### config.mk
export PLATFORM = sky130hd
export DESIGN_NAME = riscv_soft_decode_buffer
export DESIGN_NICKNAME = d
export VERILOG_FILES = /design/src/rtl/riscv_soft_decode_buffer.sv
export SDC_FILE = /design/constraint.sdc
export NUM_CORES = 1
export LEC_CHECK = 0
export CAP_MARGIN = 5
export CORE_AREA = 5 5 116 118
export CTS_CLUSTER_DIAMETER = 40
export DETAILED_ROUTE_END_ITERATION = 8
export DIE_AREA = 0 0 121 123
export MAX_ROUTING_LAYER = met4
export PLACE_DENSITY_LB_ADDON = 0.05
export SLEW_MARGIN = 20
export SYNTH_ARGS = -nofsm -noshare
export SYNTH_HDL_FRONTEND = slang
export SYNTH_SLANG_ARGS = --single-unit
### constraint.sdc
create_clock -name clk -period 5.09 [get_ports clk]
set_input_delay 0.509 -clock clk [delete_from_list [all_inputs] [get_ports clk]]
set_output_delay 0.509 -clock clk [all_outputs]
set_load 0.1 [all_outputs]
### src/rtl/riscv_soft_decode_buffer.sv
// Fetch-to-execute stage: two-entry skid buffer (head + skid) that decodes each
// instruction's immediate type and legality as it is captured.
module riscv_soft_decode_buffer #(
  parameter int         XPR_LEN  = 32,
  parameter logic [2:0] IMM_I    = 3'd0,
  parameter logic [2:0] IMM_S    = 3'd1,
  parameter logic [2:0] IMM_B    = 3'd2,
  parameter logic [2:0] IMM_U    = 3'd3,
  parameter logic [2:0] IMM_J    = 3'd4,
  parameter logic [2:0] IMM_NONE = 3'd7
) (
  input  logic               clk,
  input  logic               reset_n,
  input  logic               if_valid,
  output logic               if_ready,
  input  logic [31:0]        if_inst,
  input  logic [XPR_LEN-1:0] if_pc,
  input  logic               flush,
  output logic               de_valid,
  input  logic               de_ready,
  output logic [31:0]        de_inst,
  output logic [XPR_LEN-1:0] de_pc,
  output logic [2:0]         de_imm_sel,
  output logic               de_illegal
);

  logic               h_valid_q, h_valid_d, s_valid_q, s_valid_d;
  logic [31:0]        h_inst_q, h_inst_d, s_inst_q, s_inst_d;
  logic [XPR_LEN-1:0] h_pc_q, h_pc_d, s_pc_q, s_pc_d;
  logic [2:0]         h_sel_q, h_sel_d, s_sel_q, s_sel_d;
  logic               h_ill_q, h_ill_d, s_ill_q, s_ill_d;
  logic [2:0]         in_sel;
  logic               in_ill;
  logic               accept, pop;

  // Decode the incoming word once, so the output path is purely registered.
  always_comb begin
    in_sel = IMM_NONE;
    in_ill = 1'b1;
    if (if_inst[1:0] == 2'b11) begin
      in_ill = 1'b0;
      case (if_inst[6:0])
        7'b0110111, 7'b0010111: in_sel = IMM_U;
        7'b1101111:             in_sel = IMM_J;
        7'b1100111, 7'b0000011, 7'b0010011,
        7'b1110011, 7'b0001111: in_sel = IMM_I;
        7'b0100011:             in_sel = IMM_S;
        7'b1100011:             in_sel = IMM_B;
        7'b0110011:             in_sel = IMM_NONE;
        default:                in_ill = 1'b1;
      endcase
    end
  end

  assign accept = if_valid & ~s_valid_q & ~flush;
  assign pop    = h_valid_q & de_ready;

  always_comb begin
    h_valid_d = h_valid_q;
    h_inst_d  = h_inst_q;
    h_pc_d    = h_pc_q;
    h_sel_d   = h_sel_q;
    h_ill_d   = h_ill_q;
    s_valid_d = s_valid_q;
    s_inst_d  = s_inst_q;
    s_pc_d    = s_pc_q;
    s_sel_d   = s_sel_q;
    s_ill_d   = s_ill_q;
    if (flush) begin
      h_valid_d = 1'b0;
      s_valid_d = 1'b0;
    end else if (pop && s_valid_q) begin
      h_valid_d = 1'b1;
      h_inst_d  = s_inst_q;
      h_pc_d    = s_pc_q;
      h_sel_d   = s_sel_q;
      h_ill_d   = s_ill_q;
      s_valid_d = 1'b0;
    end else if (accept && (pop || !h_valid_q)) begin
      h_valid_d = 1'b1;
      h_inst_d  = if_inst;
      h_pc_d    = if_pc;
      h_sel_d   = in_sel;
      h_ill_d   = in_ill;
    end else if (accept) begin
      s_valid_d = 1'b1;
      s_inst_d  = if_inst;
      s_pc_d    = if_pc;
      s_sel_d   = in_sel;
      s_ill_d   = in_ill;
    end else if (pop) begin
      h_valid_d = 1'b0;
    end
    // An empty head always presents "no immediate" to the immediate generator.
    if (!h_valid_d) h_sel_d = IMM_NONE;
  end

  always_ff @(posedge clk or negedge reset_n) begin
    if (!reset_n) begin
      h_valid_q <= 1'b0;
      h_inst_q  <= '0;
      h_pc_q    <= '0;
      h_sel_q   <= IMM_NONE;
      h_ill_q   <= 1'b0;
      s_valid_q <= 1'b0;
      s_inst_q  <= '0;
      s_pc_q    <= '0;
      s_sel_q   <= IMM_NONE;
      s_ill_q   <= 1'b0;
    end else begin
      h_valid_q <= h_valid_d;
      h_inst_q  <= h_inst_d;
      h_pc_q    <= h_pc_d;
      h_sel_q   <= h_sel_d;
      h_ill_q   <= h_ill_d;
      s_valid_q <= s_valid_d;
      s_inst_q  <= s_inst_d;
      s_pc_q    <= s_pc_d;
      s_sel_q   <= s_sel_d;
      s_ill_q   <= s_ill_d;
    end
  end

  assign if_ready   = ~s_valid_q;
  assign de_valid   = h_valid_q;
  assign de_inst    = h_inst_q;
  assign de_pc      = h_pc_q;
  assign de_imm_sel = h_sel_q;
  assign de_illegal = h_ill_q;

endmodule

# Word level (Yosys, flattened, before mapping)
# Cells that the tools add are included.
# word_totals
out_inout_bits,70
wordCells,68
ff_bits,138
input_bits,69
# op_classes
n_eq_ne,15
n_bitwise,7
mux,23
reduce_logical,13
# ops
cell,count
32-bit two-way mux,4
"7-bit equality test, second input constant",4
"7-bit by 6-bit equality test with 1-bit output, second input constant",3
3-bit two-way mux,5
3-bit case mux with 5 select lines,1
"7-bit by 5-bit equality test with 1-bit output, second input constant",2
1-bit two-way mux,13
11-bit OR reduction,1
"7-bit by 2-bit equality test with 1-bit output, second input constant",1
"7-bit by 4-bit equality test with 1-bit output, second input constant",1
2-bit AND reduction,3
5-bit OR reduction,1
1-bit inverter,4
4-bit AND reduction,1
1-bit AND,3
"3-bit by 1-bit inequality test with 1-bit output, second input constant",1
"3-bit inequality test, second input constant",1
3-bit nonzero test,1
"2-bit equality test, second input constant",1
1-bit logical AND,2
"2-bit inequality test, second input constant",1
2-bit nonzero test,1
2-bit OR reduction,1
1-bit logical NOT,1
1-bit logical OR,1

# Depth between registers and ports, before layout
# depth
word_depth,9
depth_mapped,7
ltp_nobuf,4

# Worst setup path after synthesis
# No wires, ideal clock.
# synth_timing
path_kind,reg-to-reg
from,register h_valid_q (netlist: de_valid)
to,register s_sel_q[1]
path_buffers,2
t_required_ns,5.007
synth_period_minus_slack_ns,2.291
path_stages_with_launch,7
setup_ns,0.083
slack_ns,2.799
t_arrival_ns,2.207
cell_sequence,dfrtp_1 -> or3b_4 -> or2_1 -> buf_2 -> buf_6 -> a2111oi_4 -> nor2_1
# synth_between
elab_chain_cells,5
word_cells_on_any_way,8
cone_classes,bitwise: 3; reduce/logical: 5
# synth_rtl
item,line,rtl
"start, declared",27,"logic h_valid_q, h_valid_d, s_valid_q, s_valid_d;"
"start signal, assigned",111,h_valid_q <= h_valid_d;
1-bit AND / 1-bit logical NOT (equally long branches),"56, 79",
1-bit logical OR,79,end else if (accept && (pop || !h_valid_q)) begin
1-bit logical AND,79,
1-bit inverter (no source line),n/a,
4-bit AND reduction (no source line) (*),n/a,
"end signal, assigned",119,s_sel_q <= s_sel_d;
"end, declared",30,"logic [2:0] h_sel_q, h_sel_d, s_sel_q, s_sel_d;"
# Every way passes the cells marked *; elsewhere a longest branch is shown, timed or not.
# A chain may end at the register's enable or synchronous reset.

# Worst setup path after layout
# layout_timing
from,register s_valid_q
to,output if_ready
# layout_between
elab_chain_cells,1
# layout_rtl
item,line,rtl
"start, declared",27,
"start signal, assigned",116,s_valid_q <= s_valid_d;
1-bit inverter,124,assign if_ready = ~s_valid_q;
"end, declared",15,"output logic if_ready,"
# Every way passes these cells.

==> results.py <==
metrics = {
    "synth": {
        "avgSynthCellArea_um2": 9.53,
        "synth_compound_area_share_pct": 8.73,
        "yosysTopAreaCell": "dfrtp_1",
        "synth_top_family_by_area": "simple AND/OR/NAND/NOR gates",
        "syn-instance-count": 626,
        "synth_fa_ha_area_share_pct": 0,
        "synth_nets": 695,
        "synth.top_cell.area_share_pct": 55.4,
        "ys_ff_latch": 138,
        "synthTopCellsByArea": "dfrtp_1 55%, nand2_1 12%, mux2i_1 11%",
        "syn_area_mm2": 0.00596,
        "ys_seq_area_share_pct": 58.0,
        "synth_mux_area_share_pct": 10.7,
        "synth_cell_types": 33,
        "yosys_warnings": 0,
        "yosys.area_share.simple_pct": 18.9,
        "synth-xor-area-share_pct": 0.147,
    },
    "placement": {
        "place_congestion": 0.803,
        "dp.cells": 900,
        "portBuffers": 138,
        "post-dp-hpwl_um": 9090,
    },
    "layout": {
        "drive_gt1_share_pct": 6.71,
        "fin_cells": 932,
        "n_antenna_cell": 0,
        "final_cell_mix": "198 x nand2_1, 137 x clkdlybuf4s50_1, 132 x dfrtp_1, 73 x nor2_1, 67 x a21oi_1",
        "fin_nets": 816,
        "final_common_cell": "nand2_1",
        "syn2layout_area_growth_pct": 36.2,
    },
    "detailed_routing": {
        "ant_nets": 0,
        "vias": 4696,
        "first_iter_violations": 346,
        "drt-total-wl_um": 14100,
        "wl_per_cell_um": 15.1,
        "drc": 0,
        "drtPass1Iterations": 8,
        "vias_per_cell": 5.04,
    },
    "timing": {
        "final.period_utilization_pct": 51.2,
        "hold_viol": 0,
        "setup_viol": 0,
        "fmax_ghz": 0.384,
        "layout_min_cycle_time_ns": 2.61,
        "tightestPinTransition_ns": 1.02,
        "maxSlewHeadroom_pct": 31.6,
        "drv_slew": 0,
        "setup_tns_ns": 0,
        "rsz0062_at_grt": "no",
        "skew_ns": 0.00901,
    },
    "worst_setup_path": {
        "arrival_ns": 2.10,
        "r2r_end": "s_pc_q[17]",
        "endpoint": "if_ready",
        "timing.reg2reg.worst_path_depth": 5,
        "cp_data_required_time_ns": 4.58,
        "cp-startpoint": "s_valid_q",
        "path_buf_inv": 2,
        "regToRegSetupSlack_ns": 2.83,
        "startpoint_type": "register",
        "critPathMaxFanout": 6,
        "crit-reg2reg-launch": "de_valid",
        "crit_family": "buffers and inverters",
        "critPathSlowestCell": "clkdlybuf4s50_1",
        "critPathMaxStageDelay_ns": 1.14,
        "path_cells": "inv_1 -> clkdlybuf4s50_1",
        "crit_path_end_kind": "output pin",
        "cp_num_cells": 2,
        "crit_type": "register to output pin",
    },
    "die": {
        "die-area_mm2": 0.0149,
        "die_w_um": 121,
        "die_y_um": 123,
        "num_rows": 41,
        "initial_core_util_pct": 48.2,
        "ioPinCount": 139,
        "core-area_mm2": 0.0124,
    },
    "grt": {
        "grt_max_degree": 95,
        "grt_pass1_vias": 4538,
        "grt_first_pass_wirelength_um": 22900,
        "grt_overflow": 0,
        "track_usage_pct": 20.2,
        "antenna_found_initial": 0,
    },
    "clock_network": {
        "postCtsHoldBufs": 0,
        "htreeDepth": 4,
        "clk_pin_slew_ns": 0.05,
        "cts_tree": "built",
        "postCtsSetupRepairBufs": 0,
        "cts_sinks": 138,
        "numCtsBuffers": 17,
        "cts-root-buf": "clkbuf_16",
        "cts_resized": 0,
        "clock_path_buffers": 2,
        "clk_latency_ns": 0.41,
    },
    "power_and_ir_drop": {
        "irDropWorstVdd_v": 0.000226,
        "powerDensity_mw_per_mm2": 504,
        "p_leak_nw": 4.03,
    },
    "min_path": {
        "hold_class": "input port to asynchronous set/reset pin",
    },
    "job": {
        "drv_cap": 0,
    },
    "outcome": {
        "status": "finished clean",
    },
}
worst min-delay path by stage:
stage	to	slack [ns]	depth (start not counted)
after floorplan	de_illegal	0.21	0
after global placement	s_pc_q[23]	0.46	2
after detailed placement	s_pc_q[9]	0.46	2
after CTS	de_inst[7]	0.21	1
after global routing	de_inst[11]	0.25	1
final	de_inst[10]	0.18	1
worst reg2reg max path, stage by stage (launching register included):
cell	delay, ns
dfrtp_1	0.45
or3b_4	0.45
nor2_4	0.58
buf_4	0.52
nand2_1	0.14
nand2_1	0.07
per-stage QoR:
step	worst slack, ns	hold WS (ns)	cell area (um^2)	utilization, %	power (mW)
6_report	2.48	0.175	8130	65.7	4.10
2_1_floorplan	2.80	0.213	5960	-	2.37
4_1_cts	2.46	0.210	8130	65.7	4.13
3_3_place_gp	2.27	0.457	7460	60.3	2.71
5_1_grt	2.40	0.254	8130	65.7	4.27
3_5_place_dp	2.21	0.462	7460	60.3	2.74
final cells by class:
class,count,area [um^2]
flip-flops and latches,138,3460
well taps,172,215
fillers,1016,4240
clock buffers,19,443
clock inverters,13,223
repair buffers,144,1440
inverters,3,11.3
multi-input cells,443,2330
layer usage:
layer / wire length [um] / vias up / GRT usage (%)
li1: - / 2303 / -
met1: 6580 / 2242 / 27.3
met3: 869 / 17 / 5.67
met2: 6400 / 134 / 29.3
met4: 206 / 0 / 7.29
met5: 0 / - / -
flip-flops by register name, indices dropped and copies added (netlist names):
signal and cells:
de_inst 32, de_pc 32, de_imm_sel 3, de_illegal 1, s_sel_q 3, s_pc_q 32, s_ill_q 1, s_inst_q 32
s_valid_q 1, de_valid 1
report_power, final:
part,switching [mW],leakage [nW],internal [mW]
Combinational,0.940,2.09,0.321
Clock,0.456,0.319,0.928
Sequential,0.127,1.63,1.33
Total,1.52,4.03,2.57
cells by family (layout without fill, tap and decap cells):
kind of cell	after synthesis	count (layout)
AO/OA/AOI/OAI	91	91
AND/OR/NAND/NOR	287	287
multiplexers	64	64
buffers and inverters	45	179
flip-flops	138	138
XOR/XNOR	1	1
synth_stat cells:
master / n
nand3_1: 2
and3_1: 1
buf_2: 21
and4bb_2: 1
o32ai_1: 3
nand4_1: 1
inv_1: 3
clkbuf_1: 19
and2_1: 1
or2_1: 1
nand3b_1: 1
or3b_4: 1
a2111oi_0: 1
a31oi_1: 5
nor3b_1: 2
clkbuf_2: 1
nand2b_1: 1
o2bb2ai_1: 1
buf_6: 1
xnor2_1: 1
a211o_1: 2
dfrtp_1: 132
a211oi_1: 3
nor2_1: 74
nand2_1: 198
mux2i_1: 64
o21bai_1: 1
a2111oi_4: 1
o21ai_0: 7
a21oi_1: 67
nor2b_1: 2
dfstp_2: 6
nor4b_1: 1
Power figures use the tool's default switching activity.
